File: src/rtl/l0_ctrl_if.sv
// Command, SRAM-port and L0-bank signals of the L0 input-buffer sequencer.
// slave is the sequencer's view; master is the decoder/bank/array side.
interface l0_ctrl_if #(
  parameter int addr_w = 11
);
  logic              start;
  logic [addr_w-1:0] base_addr;
  logic [6:0]        len;
  logic              mode;
  logic              l0_full;
  logic              array_ready;
  logic              sram_rd;
  logic [addr_w-1:0] sram_addr;
  logic              l0_wr;
  logic              l0_rd;
  logic              l0_mode;
  logic              busy;
  logic              done;

  modport slave (
    input  start, base_addr, len, mode, l0_full, array_ready,
    output sram_rd, sram_addr, l0_wr, l0_rd, l0_mode, busy, done
  );

  modport master (
    output start, base_addr, len, mode, l0_full, array_ready,
    input  sram_rd, sram_addr, l0_wr, l0_rd, l0_mode, busy, done
  );
endinterface

File: src/rtl/l0_ctrl.sv
// L0 input-buffer sequencer: loads a block of vectors from SRAM into the L0
// row FIFOs, drains them into the systolic array, flushes the row skew.
module l0_ctrl #(
  parameter int row    = 8,
  parameter int depth  = 64,
  parameter int addr_w = 11
) (
  input  logic      clk,
  input  logic      reset,
  l0_ctrl_if.slave  bus
);

  localparam int cnt_w   = $clog2(depth + 1);
  localparam int flush_w = $clog2(row + 1);

  typedef enum logic [2:0] {
    IDLE,
    LOAD,
    DRAIN,
    FLUSH,
    DONE
  } state_t;

  state_t             state_q, state_d;
  logic [addr_w-1:0]  base_q;
  logic [addr_w-1:0]  last_addr_q;
  logic [cnt_w-1:0]   len_q;
  logic [cnt_w-1:0]   issued_q;
  logic [cnt_w-1:0]   written_q;
  logic [cnt_w-1:0]   drained_q;
  logic [flush_w-1:0] flush_q;
  logic               mode_q;
  logic               l0_wr_q;

  logic [cnt_w-1:0]   len_clamped;
  logic [addr_w-1:0]  rd_addr;
  logic               sram_rd;
  logic               l0_rd;
  logic               accept;
  logic               last_write;
  logic               last_drain;
  logic               flush_end;

  always_comb begin
    len_clamped = (int'(bus.len) > depth) ? cnt_w'(depth) : cnt_w'(bus.len);
    accept      = (state_q == IDLE) && bus.start;
    sram_rd     = (state_q == LOAD) && (issued_q < len_q) && !bus.l0_full;
    rd_addr     = base_q + addr_w'(issued_q);
    l0_rd       = (state_q == DRAIN) && bus.array_ready;
    last_write  = l0_wr_q && (cnt_w'(written_q + 1'b1) == len_q);
    last_drain  = l0_rd && (cnt_w'(drained_q + 1'b1) == len_q);
    // Mode 1 staggers rows, so the last row's read lands row cycles later.
    flush_end   = mode_q ? (flush_q == flush_w'(row - 1)) : 1'b1;
  end

  // NOTE: state_d gets its default before the case so no path leaves it
  // unassigned; a missing default here would infer a latch.
  always_comb begin
    state_d = state_q;
    case (state_q)
      IDLE:    if (bus.start) state_d = (len_clamped == '0) ? DONE : LOAD;
      LOAD:    if (last_write) state_d = DRAIN;
      DRAIN:   if (last_drain) state_d = FLUSH;
      FLUSH:   if (flush_end) state_d = DONE;
      DONE:    state_d = IDLE;
      default: state_d = IDLE;
    endcase
  end

  // NOTE: every register below uses non-blocking assignment so all state
  // updates see the pre-edge values regardless of statement order.
  always_ff @(posedge clk) begin
    if (reset) begin
      state_q     <= IDLE;
      base_q      <= '0;
      last_addr_q <= '0;
      len_q       <= '0;
      issued_q    <= '0;
      written_q   <= '0;
      drained_q   <= '0;
      flush_q     <= '0;
      mode_q      <= 1'b0;
      l0_wr_q     <= 1'b0;
    end else begin
      state_q <= state_d;
      // SRAM read latency is one cycle: data is valid for L0 the next cycle.
      l0_wr_q <= sram_rd;

      if (accept) begin
        base_q    <= bus.base_addr;
        len_q     <= len_clamped;
        mode_q    <= bus.mode;
        issued_q  <= '0;
        written_q <= '0;
        drained_q <= '0;
      end else begin
        if (sram_rd) issued_q  <= issued_q + 1'b1;
        if (l0_wr_q) written_q <= written_q + 1'b1;
        if (l0_rd)   drained_q <= drained_q + 1'b1;
      end

      // Address output holds its last issued value between reads.
      if (sram_rd) last_addr_q <= rd_addr;

      flush_q <= (state_q == FLUSH) ? flush_q + 1'b1 : '0;
    end
  end

  assign bus.sram_rd   = sram_rd;
  assign bus.sram_addr = sram_rd ? rd_addr : last_addr_q;
  assign bus.l0_wr     = l0_wr_q;
  assign bus.l0_rd     = l0_rd;
  assign bus.l0_mode   = mode_q;
  assign bus.busy      = (state_q != IDLE);
  assign bus.done      = (state_q == DONE);

endmodule

File: src/flat_wrapper.sv
// flat-port wrapper written by rule: the top's interface ports become plain ports
module l0_ctrl_flat 
#(
  parameter int row    = 8,
  parameter int depth  = 64,
  parameter int addr_w = 11
)
  (clk, reset, bus_start, bus_base_addr, bus_len, bus_mode, bus_l0_full, bus_array_ready, bus_sram_rd, bus_sram_addr, bus_l0_wr, bus_l0_rd, bus_l0_mode, bus_busy, bus_done);
  l0_ctrl_if #(.addr_w(addr_w)) bus_i ();
  input  logic clk;
  input  logic reset;
  input wire logic [$bits(bus_i.start)-1:0] bus_start;
  input wire logic [$bits(bus_i.base_addr)-1:0] bus_base_addr;
  input wire logic [$bits(bus_i.len)-1:0] bus_len;
  input wire logic [$bits(bus_i.mode)-1:0] bus_mode;
  input wire logic [$bits(bus_i.l0_full)-1:0] bus_l0_full;
  input wire logic [$bits(bus_i.array_ready)-1:0] bus_array_ready;
  output wire logic [$bits(bus_i.sram_rd)-1:0] bus_sram_rd;
  output wire logic [$bits(bus_i.sram_addr)-1:0] bus_sram_addr;
  output wire logic [$bits(bus_i.l0_wr)-1:0] bus_l0_wr;
  output wire logic [$bits(bus_i.l0_rd)-1:0] bus_l0_rd;
  output wire logic [$bits(bus_i.l0_mode)-1:0] bus_l0_mode;
  output wire logic [$bits(bus_i.busy)-1:0] bus_busy;
  output wire logic [$bits(bus_i.done)-1:0] bus_done;
  assign bus_i.start = bus_start;
  assign bus_i.base_addr = bus_base_addr;
  assign bus_i.len = bus_len;
  assign bus_i.mode = bus_mode;
  assign bus_i.l0_full = bus_l0_full;
  assign bus_i.array_ready = bus_array_ready;
  assign bus_sram_rd = bus_i.sram_rd;
  assign bus_sram_addr = bus_i.sram_addr;
  assign bus_l0_wr = bus_i.l0_wr;
  assign bus_l0_rd = bus_i.l0_rd;
  assign bus_l0_mode = bus_i.l0_mode;
  assign bus_busy = bus_i.busy;
  assign bus_done = bus_i.done;
  l0_ctrl #(.row(row), .depth(depth), .addr_w(addr_w)) u_core (.clk(clk), .reset(reset), .bus(bus_i));
endmodule
File: config.mk
export PLATFORM = sky130hd
export DESIGN_NAME = l0_ctrl_flat
export DESIGN_NICKNAME = d
export VERILOG_FILES = /design/src/rtl/l0_ctrl_if.sv /design/src/rtl/l0_ctrl.sv /design/src/flat_wrapper.sv
export SDC_FILE = /design/constraint.sdc
export NUM_CORES = 1
export LEC_CHECK = 0
export BUFFER_PORTS_ARGS = -buffer_cell sky130_fd_sc_hd__buf_2
export CAP_MARGIN = 10
export CORE_AREA = 5 5 102 104
export DETAILED_ROUTE_END_ITERATION = 8
export DIE_AREA = 0 0 107 109
export GPL_ROUTABILITY_DRIVEN = 0
export SLEW_MARGIN = 20
export SYNTH_ARGS = -nofsm -noshare
export SYNTH_HDL_FRONTEND = slang
export SYNTH_SLANG_ARGS = --single-unit
File: constraint.sdc
create_clock -name clk -period 3.01 [get_ports clk]
set_clock_uncertainty 0.15 [all_clocks]
set_input_delay 0.301 -clock clk [delete_from_list [all_inputs] [get_ports clk]]
set_output_delay 0.301 -clock clk [all_outputs]
set_load 0.05 [all_outputs]
# After elaboration in Yosys (flattened, before gate mapping)

Index checks and enable logic that the tools add are counted.

Word-level logic and storage cells: 51
Bits in registers: 59
Input bits: 24
Output and inout port bits: 17

Muxes and demuxes: 9
Order comparisons: 2
Add/subtract/negate cells: 5
Bitwise operators: 1
Eq/ne operators: 11
Reduce and logical (&&, ||, !) cells: 13

Operators with widths:

| cell                                                                   | count |
|---|---|
| 7-bit by 1-bit adder with 7-bit output (second input constant)         | 3 |
| 3-bit 2-to-1 mux                                                       | 5 |
| 7-bit equality test                                                    | 2 |
| 3-bit case mux with 4 select lines                                     | 1 |
| 11-bit by 7-bit adder with 11-bit output                               | 1 |
| 11-bit 2-to-1 mux                                                      | 1 |
| 7-bit > comparator (second input constant)                             | 1 |
| 7-bit zero test                                                        | 1 |
| 7-bit less-than comparator                                             | 1 |
| 7-bit 2-to-1 mux                                                       | 1 |
| 3-bit by 2-bit equality test with 1-bit output (second input constant) | 2 |
| 1-bit logical AND                                                      | 6 |
| 2-bit by 1-bit != test with 1-bit output (second input constant)       | 3 |
| 4-bit by 1-bit adder with 4-bit output (second input constant)         | 1 |
| 4-bit by 3-bit equality test with 1-bit output (second input constant) | 1 |
| 4-bit AND reduction                                                    | 1 |
| 2-bit OR reduction                                                     | 2 |
| 3-bit by 1-bit equality test with 1-bit output (second input constant) | 1 |
| 3-bit equality test (second input constant)                            | 1 |
| 3-bit zero test                                                        | 1 |
| 3-bit nonzero test                                                     | 1 |
| 2-bit != test (second input constant)                                  | 1 |
| 1-bit zero test                                                        | 1 |
| 1-bit 2-to-1 mux                                                       | 1 |
| 1-bit NOT                                                              | 1 |

# Longest topological paths before layout

Gate-level depths: netlist of the first run.

Depth in word-level cells: 6
Depth in mapped cells: 9
Gate-level depth less buffers: 8

# Least setup slack after synthesis of the first run

No wires, ideal clock.

Path type: reg2out
Start: register u_core.len_q[2]
End: output bus_sram_addr[2]
Buffers on the path: 1
Data required time: 2.559 ns
Arrival time: 2.534 ns
Setup slack: 0.025 ns
Stages on the path, launching flop included: 10
Cell sequence: dfxtp_1 > inv_1 > ha_1 > a21o_1 > a31oi_1 > o21ai_1 > a21oi_4 > buf_12 > nor2_1 > a21oi_1

Word-level cells in the longest chain between the ends: 4

Ends and longest elaborated chain:

| what                           | RTL line           | text |
|---|---|---|
| start: declaration             | l0_ctrl.sv:27      | `logic [cnt_w-1:0] len_q;` |
| start signal: assignment       | l0_ctrl.sv:91      | `len_q <= len_clamped;` |
| 7-bit less-than comparator     | l0_ctrl.sv:47      | `sram_rd = (state_q == LOAD) && (issued_q < len_q) && !bus.l0_full;` |
| 1-bit logical AND (2 in a row) | l0_ctrl.sv:47      |  |
| net bus_sram_rd                | flat_wrapper.sv:18 | `output wire logic [$bits(bus_i.sram_rd)-1:0] bus_sram_rd;` |
| 11-bit 2-to-1 mux              | l0_ctrl.sv:110     | `assign bus.sram_addr = sram_rd ? rd_addr : last_addr_q;` |
| end: declaration               | flat_wrapper.sv:19 | `output wire logic [$bits(bus_i.sram_addr)-1:0] bus_sram_addr;` |

The timed path passes the listed nets, and every way through them passes these cells.

# Worst setup path in the final report of the first run

Start: register u_core.len_q[2]
End: output bus_sram_addr[9]

Word-level cells in the longest chain between the ends: 4

Ends and longest elaborated chain:

| what                           | RTL line |
|---|---|
| 7-bit less-than comparator     | l0_ctrl.sv:47 |
| 1-bit logical AND (2 in a row) | l0_ctrl.sv:47 |
| 11-bit 2-to-1 mux              | l0_ctrl.sv:110 |

No other way between the ends.

==> metrics.csv, run 1 <==
stage,metric,value,unit
final_layout,drive_above_1_share,21.4,%
sta,maxSlewViolCount,0,
route,antenna_left,0,
logic_synthesis,yosysUniqueCellTypes,46,
power,ir_worst_vdd,0.000285,V
logic_synthesis,syn-cell-area,0.00322,mm2
cts,numCtsBuffers,9,
power,total_power,2.01,mW
cts,clkLatencyLatePin,0.35,ns
cts,cts_tree,built,
logic_synthesis,synth_top_area_cell,dfxtp_1,
cts,clk_path_buf_depth,2,
global_routing,grt_use_total,13.6,%
critical_path,critPathMaxFanout,6,
power,p_per_area,506,mW/mm2
power,p_switching,453,uW
route,met2_length,3560,um
critical_path,end_kind,output port,
power,power.leakage,1.62,nW
run,maxCapViolations,0,
logic_synthesis,synthCells,378,
power,internal_power,1.56,mW
critical_path,crit_type,reg -> out,
cts,cts_sinks,59,
route,drc,0,
route,routed_via_density,4.99,
cts,cts.root.buffer_cell,clkbuf_8,
route,drtPass1Iterations,4,
sta,whs,0.0379,ns
status,status,"finished, final reports clean",
worst_hold_path,min_path_type,in -> reg,
critical_path,crit_arrival,2.46,ns
power,clkPwrFrac,49.7,%
global_routing,grt_pass1_wl,12400,um
final_layout,stdcell_area,0.00398,mm2
sta,fin_crit_sh,96.8,%
die,rows,36,
route,routed_wl,7580,um
logic_synthesis,synth-edff-count,0,
critical_path,worst_setup_path_start_kind,register,
sta,fmax,343,MHz
route,wl_met3,236,um
place,place_hpwl,5350,um
die,initial_utilization,34.1,%
route,drt-wirelength-per-cell,14.0,um
logic_synthesis,synth_flop_cell,dfxtp_1,
die,coreArea,0.00946,mm2
global_routing,grt_pass1_vias,2638,
route,drt_iter0_drc,108,
die,pin_count,41,
place,placed_cell_area,0.00352,mm2
final_layout,layout.nets,466,
sta,max-slew-margin-rel,43.5,%
logic_synthesis,ys_seq_area_share,36.6,%
logic_synthesis,yosysTopAreaCellShare,36.6,%
cts,htreeDepth,3,
place,port_buffers,40,
global_routing,grt_max_degree,35,
cts,path_clk_slew,0.07,ns
power,combPwrFrac,9.7,%
logic_synthesis,synth_seq_cells,59,
die,die-area,0.0117,mm2
critical_path,cp.required,2.56,ns
final_layout,n_fill_cell,940,
logic_synthesis,synth_area_per_cell,8.53,um2
die,die_w,107,um
sta,worst_pin_slew,0.848,ns
logic_synthesis,async_flop_share,0,%
sta,finalSetupTns,0,ns
die,dieHeight,109,um
sta,period_needed,2.91,ns
sta,setup_viol,0,
final_layout,synthToLayoutAreaGrowth,23.4,%
route,wl_met1,3580,um
logic_synthesis,ys_warn_count,0,
power,p_seq_share,40.6,%
power,swShare,22.5,%
global_routing,grt_antenna_before_repair,0,
sta,report.final.hold_viol_count,0,
route,num_vias,2708,
final_layout,antenna_cells,0,
route,top_layer,met4,
global_routing,grt_overflow,0,
logic_synthesis,ys_top_cells_by_count,"59 x dfxtp_1, 50 x nand2_1, 32 x a21oi_1, 30 x nor2_1, 28 x xnor2_1",
logic_synthesis,syn-num-nets,420,
logic_synthesis,synth_area_leaders,"dfxtp_1 37%, xnor2_1 7.6%, ha_1 6.6%",
logic_synthesis,synth.most_common_cell,dfxtp_1,
-- registers in the layout (all words and copies together) (netlist names) --
signal and flops:
u_core.last_addr_q 11, u_core.written_q 7, u_core.flush_q 4, u_core.state_q 3, u_core.len_q 7, u_core.base_q 11
u_core.bus.l0_mode 1, u_core.issued_q 7, u_core.bus.l0_wr 1, u_core.drained_q 7
-- through the flow --
| step | instances | setup slack, ns | utilization (%) |
|---|---|---|---|
| after floorplan | 378 | 0.0251 | - |
| after global placement | 519 | 0.328 | 37.2 |
| after detailed placement | 519 | 0.291 | 37.2 |
| after CTS | 535 | 0.0321 | 40.3 |
| after global routing | 543 | -0.0297 | 42.1 |
| final | 543 | 0.0963 | 42.1 |
-- layout by cell type (no fill, tap or decap), drive strengths merged, types with 2 or more instances in the layout --
master	instances
dfxtp	59
buf	51
nand2	50
a21oi	33
nor2	30
xnor2	28
ha	17
xor2	14
clkbuf	14
nand3	12
inv	11
a211oi	10
o21ai	10
mux2	10
nand4	9
nor2b	9
nand3b	7
a21o	5
nor3	5
nand2b	5
and3	4
and2	4
bufinv	4
mux2i	3
or3	3
and2b	3
o21bai	2
nor4	2
o311ai	2
o22ai	2
a31oi	2
-- power by group through the flow --
stage,clock (mW),combinational [mW],sequential (mW)
6_report,0.999,0.196,0.817
5_1_grt,1.06,0.215,0.819
4_1_cts,1.03,0.175,0.818
3_5_place_dp,0,0.173,0.836
3_3_place_gp,0,0.171,0.835
2_1_floorplan,0,0.125,0.831
-- final timing paths --
path         cells past startpoint  slack [ns]         startpoint                     end
max                              9         0.1    u_core.len_q[2]        bus_sram_addr[9]
min                              3        0.04   bus_base_addr[1]        u_core.base_q[1]
max reg2reg                      9        0.65    u_core.len_q[2]  u_core.last_addr_q[10]
min reg2reg                      1        0.30  u_core.flush_q[0]       u_core.flush_q[0]
-- logic make-up (layout without fill, tap and decap cells) --
logic type	after synthesis	count (layout)	synth area share, %
AND/OR/NAND/NOR	147	147	22.5
AO/OA/AOI/OAI	70	70	13.3
flip-flops	59	59	36.6
XOR/XNOR	42	42	11.4
buffers and inverters	29	80	4.19
adder cells (fa/ha/maj)	18	18	7.22
multiplexers	13	13	4.77
-- worst max-delay path, cell delays in order, from the launching register on --
cell,delay [ns]
dfxtp_4,0.36
inv_1,0.12
ha_4,0.22
a21o_1,0.18
a31oi_2,0.16
o21ai_2,0.12
a21oi_4,0.26
clkbuf_16,0.20
mux2_4,0.30
buf_4,0.19
-- cell type report --
type | count | area (um2) | area share, %
multi-input cells | 290 | 1950 | 48.9
flip-flops and latches | 59 | 1190 | 29.9
inverters | 11 | 41.3 | 1.04
repair buffers | 53 | 382 | 9.59
clock buffers | 12 | 155 | 3.90
clock inverters | 4 | 120 | 3.02
well taps | 114 | 143 | 3.59
-- metal layers --
layer	vias up	global-route usage, %
met3	14	3.79
li1	1399	-
met5	-	0
met4	0	6.48
met1	1257	16.9
met2	38	21.9
-- what timing repair did --
item	in CTS	in global routing
resized for setup	5	32
pin swaps	0	2
buffers inserted	0	6
setup endpoints to repair	10	10
gates cloned	0	2
hold buffers	0	0
Note: power is estimated with default switching activity, not from simulation.
==> run 2: changes to the inputs <==
CTS_BUF_LIST = sky130_fd_sc_hd__clkbuf_8   (was not set)
==> run 2 against run 1 <==
Net effect:
- worst setup slack got worse by 0.0014 ns
- final area unchanged
- sequential share of layout area unchanged
- maximum frequency about the same
- flip-flop and latch count unchanged
- critical path depth unchanged
- register-to-register slack about the same
- global-route usage unchanged
- core utilization unchanged
- via count about the same
- critical path type unchanged
- critical endpoint unchanged
- largest cell class unchanged
- highest routed layer unchanged
==> metrics.csv, run 2 (synthesis results as in run 1) <==
stage,metric,value,unit,change
critical_path,crit_chain,"inv_1, ha_4, a21o_1, a31oi_2, o21ai_2, a21oi_4, clkbuf_16, mux2_4, buf_4",,unchanged
cts,clkLatencyLatePin,0.35,ns,about the same
final_layout,final_common_cell,dfxtp_1,,unchanged
cts,cts.root.buffer_cell,clkbuf_8,,unchanged
final_layout,post-route-util,42.1,%,unchanged
global_routing,grt_max_degree,35,,unchanged
power,power.leakage,1.62,nW,about the same
die,pin_count,41,,unchanged
sta,report.final.hold_viol_count,0,,unchanged
sta,setup_viol,0,,unchanged
route,drtPass1Iterations,4,,unchanged
critical_path,cp_num_cells,9,,unchanged
final_layout,layout.nets,466,,unchanged
final_layout,finalNonFillerCells,543,,unchanged
power,combPwrFrac,9.8,%,was 9.7%
critical_path,critPathMaxFanout,6,,unchanged
route,num_vias,2706,,"was 2,708"
route,routed_via_density,4.98,,was 4.99
critical_path,reg2reg_depth,9,,unchanged
critical_path,path_delay_family,compound AO/OA/AOI/OAI gates,,unchanged
cts,cts_sinks,59,,unchanged
power,swShare,22.6,%,was 22.5%
power,clkPwrFrac,49.6,%,was 49.7%
route,drt-wirelength-per-cell,14.0,um,about the same
power,p_per_area,505,mW/mm2,was 506 mW/mm2
global_routing,grt_antenna_before_repair,0,,unchanged
cts,numCtsBuffers,9,,unchanged
power,p_switching,454,uW,was 453 uW
critical_path,worst_setup_path_start_kind,register,,unchanged
critical_path,reg2reg_from,u_core.len_q[2],,unchanged
run,maxCapViolations,0,,unchanged
critical_path,critical_path_buf_inv_count,3,,unchanged
sta,worst_pin_slew,0.848,ns,unchanged
place,dp_cells,519,,unchanged
route,drt_iter0_drc,108,,unchanged
critical_path,crit_type,reg -> out,,unchanged
route,drc,0,,unchanged
sta,maxSlewViolCount,0,,unchanged
sta,fmax,343,MHz,about the same
cts,clk_path_buf_depth,2,,unchanged
route,antenna_left,0,,unchanged
die,die_w,107,um,unchanged
cts,cts_tree,built,,unchanged
die,rows,36,,unchanged
power,ir_worst_vdd,0.000285,V,about the same
global_routing,grt_use_total,13.6,%,unchanged
sta,finalSetupTns,0,ns,unchanged
critical_path,crit_arrival,2.46,ns,about the same
critical_path,cp.required,2.56,ns,about the same
power,p_seq_share,40.6,%,about the same
worst_hold_path,hp-start,bus_base_addr[1],,unchanged
global_routing,grt_pass1_wl,12400,um,unchanged
route,routed_wl,7580,um,about the same
final_layout,biggestRegsByFlops,"u_core.base_q x11, u_core.last_addr_q x11",,unchanged
cts,htreeDepth,3,,unchanged
cts,postCtsHoldBufs,0,,unchanged
final_layout,synthToLayoutAreaGrowth,23.4,%,unchanged
place,port_buffers,40,,unchanged
sta,period_needed,2.92,ns,was 2.91 ns
cts,path_clk_slew,0.07,ns,about the same
global_routing,grt_overflow,0,,unchanged
die,die-area,0.0117,mm2,unchanged
sta,fin_crit_sh,96.8,%,about the same
critical_path,cp_slowest_cell,dfxtp_4,,unchanged
worst_hold_path,hold_depth,3,,unchanged
final_layout,drive_above_1_share,21.4,%,unchanged
die,coreArea,0.00946,mm2,unchanged
final_layout,mostFrequentLayoutCells,"55 x dfxtp_1, 50 x nand2_1, 31 x a21oi_1",,unchanged
sta,whs,0.0371,ns,was 0.0379 ns
critical_path,critPathLaunch,u_core.len_q[2],,unchanged
critical_path,end_kind,output port,,unchanged
status,status,"finished, final reports clean",,unchanged
die,dieHeight,109,um,unchanged
critical_path,rrSetupSlack,0.65,ns,about the same
die,initial_utilization,34.1,%,unchanged
power,internal_power,1.56,mW,about the same
worst_hold_path,min_path_type,in -> reg,,unchanged
sta,max-slew-margin-rel,43.5,%,unchanged
critical_path,slowest_delay,0.36,ns,about the same
power,total_power,2.01,mW,about the same
place,place_hpwl,5350,um,unchanged
final_layout,antenna_cells,0,,unchanged
global_routing,grt_pass1_vias,2638,,unchanged
## run 2: changes by cell type in the layout (fill, tap and decap cells not counted)
cell      previous run  this run
clkbuf_1             1         0
inv_1               11        12
## run 2: final cells by class
class | instances | area [um2]
Fill cell | 940 | 5480
Multi-Input combinational cell | 290 | 1950
Sequential cell | 59 | 1190
Timing Repair Buffer | 53 | 382
Clock buffer | 11 | 151
Tap cell | 114 | 143
Clock inverter | 5 | 124
Inverter | 11 | 41.3
## run 2: power by group through the flow
stage | sequential [mW] | combinational [mW] | clock, mW
floorplan | 0.831 | 0.125 | 0
global placement | 0.835 | 0.171 | 0
detailed placement | 0.836 | 0.173 | 0
CTS | 0.818 | 0.175 | 1.02
global route | 0.819 | 0.215 | 1.05
finish | 0.817 | 0.196 | 0.997
## run 2: per-stage QoR
stage	cell area [um2]	setup slack, ns
after global routing	3980	-0.0297
after CTS	3810	0.0321
after detailed placement	3520	0.291
after global placement	3520	0.328
final	3980	0.0950
after floorplan	3220	0.0251
## run 2: worst paths after layout
kind / endpoint
hold / removal: u_core.base_q[1]
hold reg to reg: u_core.flush_q[0]
setup reg to reg: u_core.last_addr_q[10]
setup / recovery: bus_sram_addr[9]
## run 2: repair_timing
action                     4_1_cts  5_1_grt
setup endpoints to repair       10       10
cloned                           0        2
pin swaps                        0        2
gates resized for setup          5       32
setup buffers                    0        6
## run 2: worst register-to-register path, cell delays in order (launching register included)
cell and delay [ns]:
dfxtp_4 0.36, inv_1 0.12, ha_4 0.22, a21o_1 0.18, a31oi_2 0.16, o21ai_2 0.12
a21oi_4 0.26, clkbuf_16 0.20, mux2_2 0.34, nor2b_1 0.13
## run 2: routing by layer
metal	up-vias	GRT usage [%]	routed length, um
li1	1398	-	-
met1	1256	16.9	3580
met2	38	21.9	3560
met3	14	3.79	236
met4	0	6.48	209
met5	-	0	0
